**src/rtl/aer_pkg.sv**
```systemverilog
// Shared SRAM access types: address granularity of a memory word and its byte-address shift.
package aer_pkg;

    typedef enum logic [1:0] {
        SIZE_BT = 2'd0,
        SIZE_HW = 2'd1,
        SIZE_WD = 2'd2,
        SIZE_DW = 2'd3
    } size_e;

    function automatic int unsigned size_to_shift(size_e s);
        case (s)
            SIZE_BT: return 0;
            SIZE_HW: return 1;
            SIZE_WD: return 2;
            default: return 3;
        endcase
    endfunction

endpackage

```
**src/rtl/fwft_skid_buf.sv**
```systemverilog
// Two-entry first-word-fall-through output buffer (head + skid) fed by SRAM read returns.
module fwft_skid_buf #(
    parameter int DWIDTH = 64
) (
    input  logic              clk,
    input  logic              rst_n,
    input  logic              flush_i,
    input  logic              ret_i,
    input  logic [DWIDTH-1:0] ret_data_i,
    input  logic              pop_i,
    output logic              head_vld_o,
    output logic [DWIDTH-1:0] head_data_o,
    output logic [1:0]        occ_o
);

    logic              head_vld_q, head_vld_d;
    logic              skid_vld_q, skid_vld_d;
    logic [DWIDTH-1:0] head_data_q, head_data_d;
    logic [DWIDTH-1:0] skid_data_q, skid_data_d;

    always_comb begin
        head_vld_d  = head_vld_q;
        head_data_d = head_data_q;
        skid_vld_d  = skid_vld_q;
        skid_data_d = skid_data_q;
        if (pop_i) begin
            head_vld_d  = skid_vld_q;
            head_data_d = skid_data_q;
            skid_vld_d  = 1'b0;
        end
        // A return lands in the first slot left free after this cycle's pop.
        if (ret_i) begin
            if (!head_vld_d) begin
                head_vld_d  = 1'b1;
                head_data_d = ret_data_i;
            end else begin
                skid_vld_d  = 1'b1;
                skid_data_d = ret_data_i;
            end
        end
        if (flush_i) begin
            head_vld_d  = 1'b0;
            head_data_d = '0;
            skid_vld_d  = 1'b0;
        end
    end

    always_ff @(posedge clk or negedge rst_n) begin
        if (!rst_n) begin
            head_vld_q  <= 1'b0;
            skid_vld_q  <= 1'b0;
            head_data_q <= '0;
        end else begin
            head_vld_q  <= head_vld_d;
            skid_vld_q  <= skid_vld_d;
            head_data_q <= head_data_d;
        end
    end

    always_ff @(posedge clk) begin
        skid_data_q <= skid_data_d;
    end

    assign head_vld_o  = head_vld_q;
    assign head_data_o = head_data_q;
    assign occ_o       = {1'b0, head_vld_q} + {1'b0, skid_vld_q};

endmodule

```
**src/rtl/sram_prefetch_fifo.sv**
```systemverilog
// FIFO stored in an external 1W/1R SRAM, with a prefetch buffer so the head is always registered.
module sram_prefetch_fifo
    import aer_pkg::*;
#(
    parameter int    DWIDTH = 64,
    parameter int    DEPTH  = 64,
    parameter size_e SIZE   = SIZE_DW,
    localparam int AWIDTH     = $clog2(DEPTH),
    localparam int ADDR_SHIFT = int'(size_to_shift(SIZE)),
    localparam int SAW        = AWIDTH + ADDR_SHIFT,
    localparam int WMASK      = DWIDTH / 8
) (
    input  logic              clk,
    input  logic              rst_n,
    input  logic              fifo_rst_n,
    input  logic              fifo_wr_en,
    input  logic [DWIDTH-1:0] fifo_wdata,
    input  logic              fifo_rd_en,
    output logic [DWIDTH-1:0] fifo_rdata,
    output logic              fifo_empty,
    output logic              fifo_full,
    output logic              fifo_almost_empty,
    output logic              fifo_almost_full,
    output logic [AWIDTH:0]   fifo_numel,
    input  logic [AWIDTH:0]   ae_thr,
    input  logic [AWIDTH:0]   af_thr,
    input  logic              err_clr,
    output logic              overflow,
    output logic              underflow,
    output logic              ce_a,
    output logic              we_a,
    output logic [SAW-1:0]    addr_a,
    output logic [WMASK-1:0]  wmask_a,
    output logic [DWIDTH-1:0] wdata_a,
    output logic              ce_b,
    output logic [SAW-1:0]    addr_b,
    input  logic [DWIDTH-1:0] rdata_b,
    output logic              we_b,
    output logic [WMASK-1:0]  wmask_b,
    output logic [DWIDTH-1:0] wdata_b
);

    localparam int CW = AWIDTH + 1;

    logic [AWIDTH-1:0] wr_ptr_q, wr_ptr_d, rd_ptr_q, rd_ptr_d;
    logic [CW-1:0]     count_q, count_d, unfetched;
    logic              inflight_q, inflight_d;
    logic              overflow_q, overflow_d, underflow_q, underflow_d;
    logic              flush, push, pop, head_vld, fetch;
    logic [1:0]        occ;
    logic [2:0]        pending;

    assign flush     = !fifo_rst_n;
    assign push      = fifo_wr_en && !fifo_full && !flush;
    assign pop       = fifo_rd_en && head_vld && !flush;
    assign unfetched = count_q - CW'(occ) - CW'(inflight_q);
    // Words held or promised to the buffer after this cycle's pop; never more than two.
    assign pending   = {1'b0, occ} + {2'b0, inflight_q} - {2'b0, pop};
    assign fetch     = !flush && (unfetched != '0) && (pending < 3'd2);

    fwft_skid_buf #(.DWIDTH(DWIDTH)) u_buf (
        .clk        (clk),
        .rst_n      (rst_n),
        .flush_i    (flush),
        .ret_i      (inflight_q && !flush),
        .ret_data_i (rdata_b),
        .pop_i      (pop),
        .head_vld_o (head_vld),
        .head_data_o(fifo_rdata),
        .occ_o      (occ)
    );

    always_comb begin
        wr_ptr_d    = wr_ptr_q;
        rd_ptr_d    = rd_ptr_q;
        count_d     = count_q;
        inflight_d  = fetch;
        overflow_d  = overflow_q;
        underflow_d = underflow_q;
        if (push) wr_ptr_d = wr_ptr_q + AWIDTH'(1);
        if (fetch) rd_ptr_d = rd_ptr_q + AWIDTH'(1);
        if (push && !pop) count_d = count_q + CW'(1);
        else if (!push && pop) count_d = count_q - CW'(1);
        // A new error outranks a simultaneous clear.
        if (fifo_wr_en && fifo_full) overflow_d = 1'b1;
        else if (err_clr) overflow_d = 1'b0;
        if (fifo_rd_en && !head_vld) underflow_d = 1'b1;
        else if (err_clr) underflow_d = 1'b0;
        if (flush) begin
            wr_ptr_d    = '0;
            rd_ptr_d    = '0;
            count_d     = '0;
            inflight_d  = 1'b0;
            overflow_d  = 1'b0;
            underflow_d = 1'b0;
        end
    end

    always_ff @(posedge clk or negedge rst_n) begin
        if (!rst_n) begin
            wr_ptr_q    <= '0;
            rd_ptr_q    <= '0;
            count_q     <= '0;
            inflight_q  <= 1'b0;
            overflow_q  <= 1'b0;
            underflow_q <= 1'b0;
        end else begin
            wr_ptr_q    <= wr_ptr_d;
            rd_ptr_q    <= rd_ptr_d;
            count_q     <= count_d;
            inflight_q  <= inflight_d;
            overflow_q  <= overflow_d;
            underflow_q <= underflow_d;
        end
    end

    assign fifo_numel        = count_q;
    assign fifo_empty        = !head_vld;
    assign fifo_full         = (count_q == CW'(DEPTH));
    assign fifo_almost_empty = (count_q <= ae_thr);
    assign fifo_almost_full  = (count_q >= af_thr);
    assign overflow          = overflow_q;
    assign underflow         = underflow_q;

    assign ce_a    = push;
    assign we_a    = push;
    assign addr_a  = push ? (SAW'(wr_ptr_q) << ADDR_SHIFT) : '0;
    assign wmask_a = {WMASK{push}};
    assign wdata_a = push ? fifo_wdata : '0;

    assign ce_b    = fetch;
    assign addr_b  = fetch ? (SAW'(rd_ptr_q) << ADDR_SHIFT) : '0;
    assign we_b    = 1'b0;
    assign wmask_b = '0;
    assign wdata_b = '0;

endmodule

```
**config.mk**
```make
export PLATFORM = sky130hd
export DESIGN_NAME = sram_prefetch_fifo
export DESIGN_NICKNAME = d
export VERILOG_FILES = /design/src/rtl/aer_pkg.sv /design/src/rtl/fwft_skid_buf.sv /design/src/rtl/sram_prefetch_fifo.sv
export SDC_FILE = /design/constraint.sdc
export NUM_CORES = 1
export LEC_CHECK = 0
export CAP_MARGIN = 5
export CORE_MARGIN = 10
export CORE_UTILIZATION = 45
export DETAILED_ROUTE_END_ITERATION = 8
export PLACE_DENSITY = 0.87
export SYNTH_ARGS = -nofsm -noshare
export SYNTH_HDL_FRONTEND = slang
export SYNTH_SLANG_ARGS = --single-unit
```
**constraint.sdc**
```tcl
create_clock -name clk -period 12.78 [get_ports clk]
set_clock_uncertainty 0.05 [all_clocks]
set_input_delay 1.278 -clock clk [delete_from_list [all_inputs] [get_ports clk]]
set_output_delay 1.278 -clock clk [all_outputs]
set_load 0.01 [all_outputs]
```
==> results.toml <==
[timing]
finalHoldViolations = 0
slew_viol_final = 0
hold_slack_ns = 0.489
timing.slew.headroom_pct = 30.7
worst-slew-pin-transition_ns = 1.03
grt_setup_unrepaired = "no"
post-route-period-util_pct = 43.8
fmax_mhz = 179
timing.setup.tns_ns = 0
post-route-min-period_ns = 5.60
finalSetupViolations = 0

[cts]
cts_tree = "yes"
htreeDepth = 4
cts-root-buf = "clkbuf_16"
cts_buffer_depth = 2
clock-sinks = 152
clkLatencyLatePin_ns = 0.42
ctsResizeCount = 0
cts_buffers = 17
cts_hold_buf = 0
cts_setup_buffers = 0
path_clk_slew_ns = 0.06

[hold_path]
hp-class = "reg -> reg"

[global_route]
grt_pass1_wl_mm = 39.1
track_usage_pct = 20.6
antenna_found_initial = 3
grt_start_max_net_pins = 103
first_global_vias = 6606
grt-ovfl-total = 0

[critical_path]
critPathRequiredTime_ns = 11.45
criticalPathCategory = "reg -> out"
arrival_ns = 4.27
max_stage_delay_ns = 0.55
critPathBufInv = 2
worst_setup_path_start_kind = "flop"
crit_fanout = 14
end_kind = "primary output"
cpMaxStageDelayCell = "or4_1"
cpLargestDelayFamily = "adder cells"
crit_chain = "ha_1 > xor2_1 > ha_1 > inv_1 > ha_1 > nor2_1 > fa_1 > or4_1 > a31oi_2 > and2_1 > clkdlybuf4s50_1"
rrSetupSlack_ns = 9.14
crit_path_frequent_cell = "ha_1"

[synthesis]
ys.warnings.count = 0
async_reset_ff_share_pct = 57.9
ys_ff_latch = 152
synth_cells = 743
seq_area_frac_synth_pct = 50.5
postSynthAreaPerCell_um2 = 11.0
yosysUniqueCellTypes = 48
syn_area_um2 = 8160
synth_top_flop_cell = "dfrtp_1"
synth_enable_flop_cells = 64

[detailed_routing]
first_iter_violations = 396
vias = 6421
first_pass_iters = 7
wl_per_cell_um = 20.2
routed_wirelength_mm = 25.6
ant_nets = 0
drc = 0
vias_per_cell = 5.07

[placement]
gp_congestion = 0.872
portBuffers = 311
dp_hpwl_mm = 19.1
dpl.cell_count = 1233

[pwr]
clkPwrFrac_pct = 26.5
pwr-share-comb_pct = 38.7
p_leak_uw = 0.00539
p_switching_uw = 640
peakVddDrop_uv = 131
powerDensity_nw_per_um2 = 164
intPower_uw = 1270
seqPwrFrac_pct = 34.9
p_sw_share_pct = 33.5
total_power_uw = 1910

[floorplan]
dieHeight_um = 155
ios = 391
die_w_um = 155
die_area_um2 = 23900
fp-row-count = 49
core_um2 = 17900
start_util_pct = 45.6

[final_layout]
utilization_pct = 65.2
fin_nets = 1200
layout_common_cells = "clkdlybuf4s50_1 (309), dfrtp_1 (88), nand2_1 (80)"
synthToLayoutAreaGrowth_pct = 42.9
n_fill_cell = 1384
drive_gt1_share_pct = 5.31
stdcell_count = 1266
final_common_cell = "clkdlybuf4s50_1"

[job]
drv_cap = 0

[run_status]
outcome = "complete, no violations"
cell families after synthesis:
logic type | synth area share [%]
AO/OA/AOI/OAI | 9.15
XOR/XNOR | 1.52
adder cells (fa/ha/maj) | 4.63
buffers and inverters | 11.6
flip-flops | 50.5
multiplexers | 9.07
other | 0.0459
AND/OR/NAND/NOR | 13.4
final cells by class:
| cell class | instances | area (µm²) | share of cell area [%] |
|---|---|---|---|
| antenna | 1 | 2.50 | 0.0214 |
| clock buffer | 20 | 467 | 4.00 |
| clock inverter | 12 | 138 | 1.18 |
| inverter | 25 | 93.8 | 0.804 |
| multi-input combinational | 509 | 3400 | 29.1 |
| sequential | 152 | 4120 | 35.3 |
| tap | 229 | 287 | 2.46 |
| timing repair buffer | 318 | 3160 | 27.1 |
layer usage:
| metal | global-route usage (%) | vias to the layer above | routed length (µm) |
|---|---|---|---|
| met4 | 6.97 | 4 | 626 |
| met5 | 0 | - | 17 |
| met1 | 25.1 | 3073 | 10400 |
| met3 | 6.63 | 40 | 1750 |
| li1 | - | 3043 | - |
| met2 | 33.6 | 261 | 12800 |
worst reg2reg max path, cell delays in order, from the launching register on:
cell and delay (ns):
dfrtp_1 0.45, ha_1 0.40, xor2_1 0.17, ha_1 0.29, inv_1 0.06, ha_1 0.15
nor2_1 0.06, fa_1 0.41, or4_1 0.55, a31oi_2 0.55, nand4_1 0.20, mux2i_1 0.21
sequential cells by signal, indices dropped and copies added (netlist names):
signal,flops
fifo_numel,7
inflight_q,1
overflow,1
rd_ptr_q,6
u_buf.head_data_o,64
u_buf.head_vld_o,1
u_buf.skid_data_q,64
u_buf.skid_vld_q,1
underflow,1
wr_ptr_q,6
synth_stat cells, types with 7 or more instances:
cell      count  area share [%]
nand2_1      81             3.7
nor2_1       23             1.1
mux2i_1      74             9.1
and3_1       74             5.7
buf_2        10            0.61
o21ai_0       7            0.43
ha_1         27             4.1
dfrtp_1      88              27
and2_1        8            0.61
a21oi_1       8            0.49
xor2_1        8            0.86
edfxtp_1     64              24
inv_1        24             1.1
o31ai_1      64             5.9
clkbuf_1     34             1.6
buf_4        88             8.1
power groups by stage:
stage	Sequential, µW	Combinational, µW	Clock (µW)
floorplan	693	406	0
global placement	670	719	0
detailed placement	675	741	0
CTS	667	745	517
global route	680	814	541
finish	667	740	507
through the flow:
stage / instance area [µm²] / setup slack (ns)
after floorplan: 8460 / 6.34
after global placement: 11100 / 7.36
after detailed placement: 11100 / 7.27
after CTS: 11700 / 7.13
after global routing: 11700 / 6.92
final: 11700 / 7.18
path summary, 6_finish.rpt:
kind                       cells after the start              from               endpoint
setup / recovery                              11  u_buf.head_vld_o              addr_b[8]
hold / removal                                 1       rd_ptr_q[2]            rd_ptr_q[2]
setup reg to reg                              11  u_buf.head_vld_o            rd_ptr_q[4]
hold reg to reg                                1       rd_ptr_q[2]            rd_ptr_q[2]
max in group asynchronous                      2             rst_n  u_buf.head_data_o[59]
min in group asynchronous                      1             rst_n  u_buf.head_data_o[36]
(Power assumes the default switching activity.)
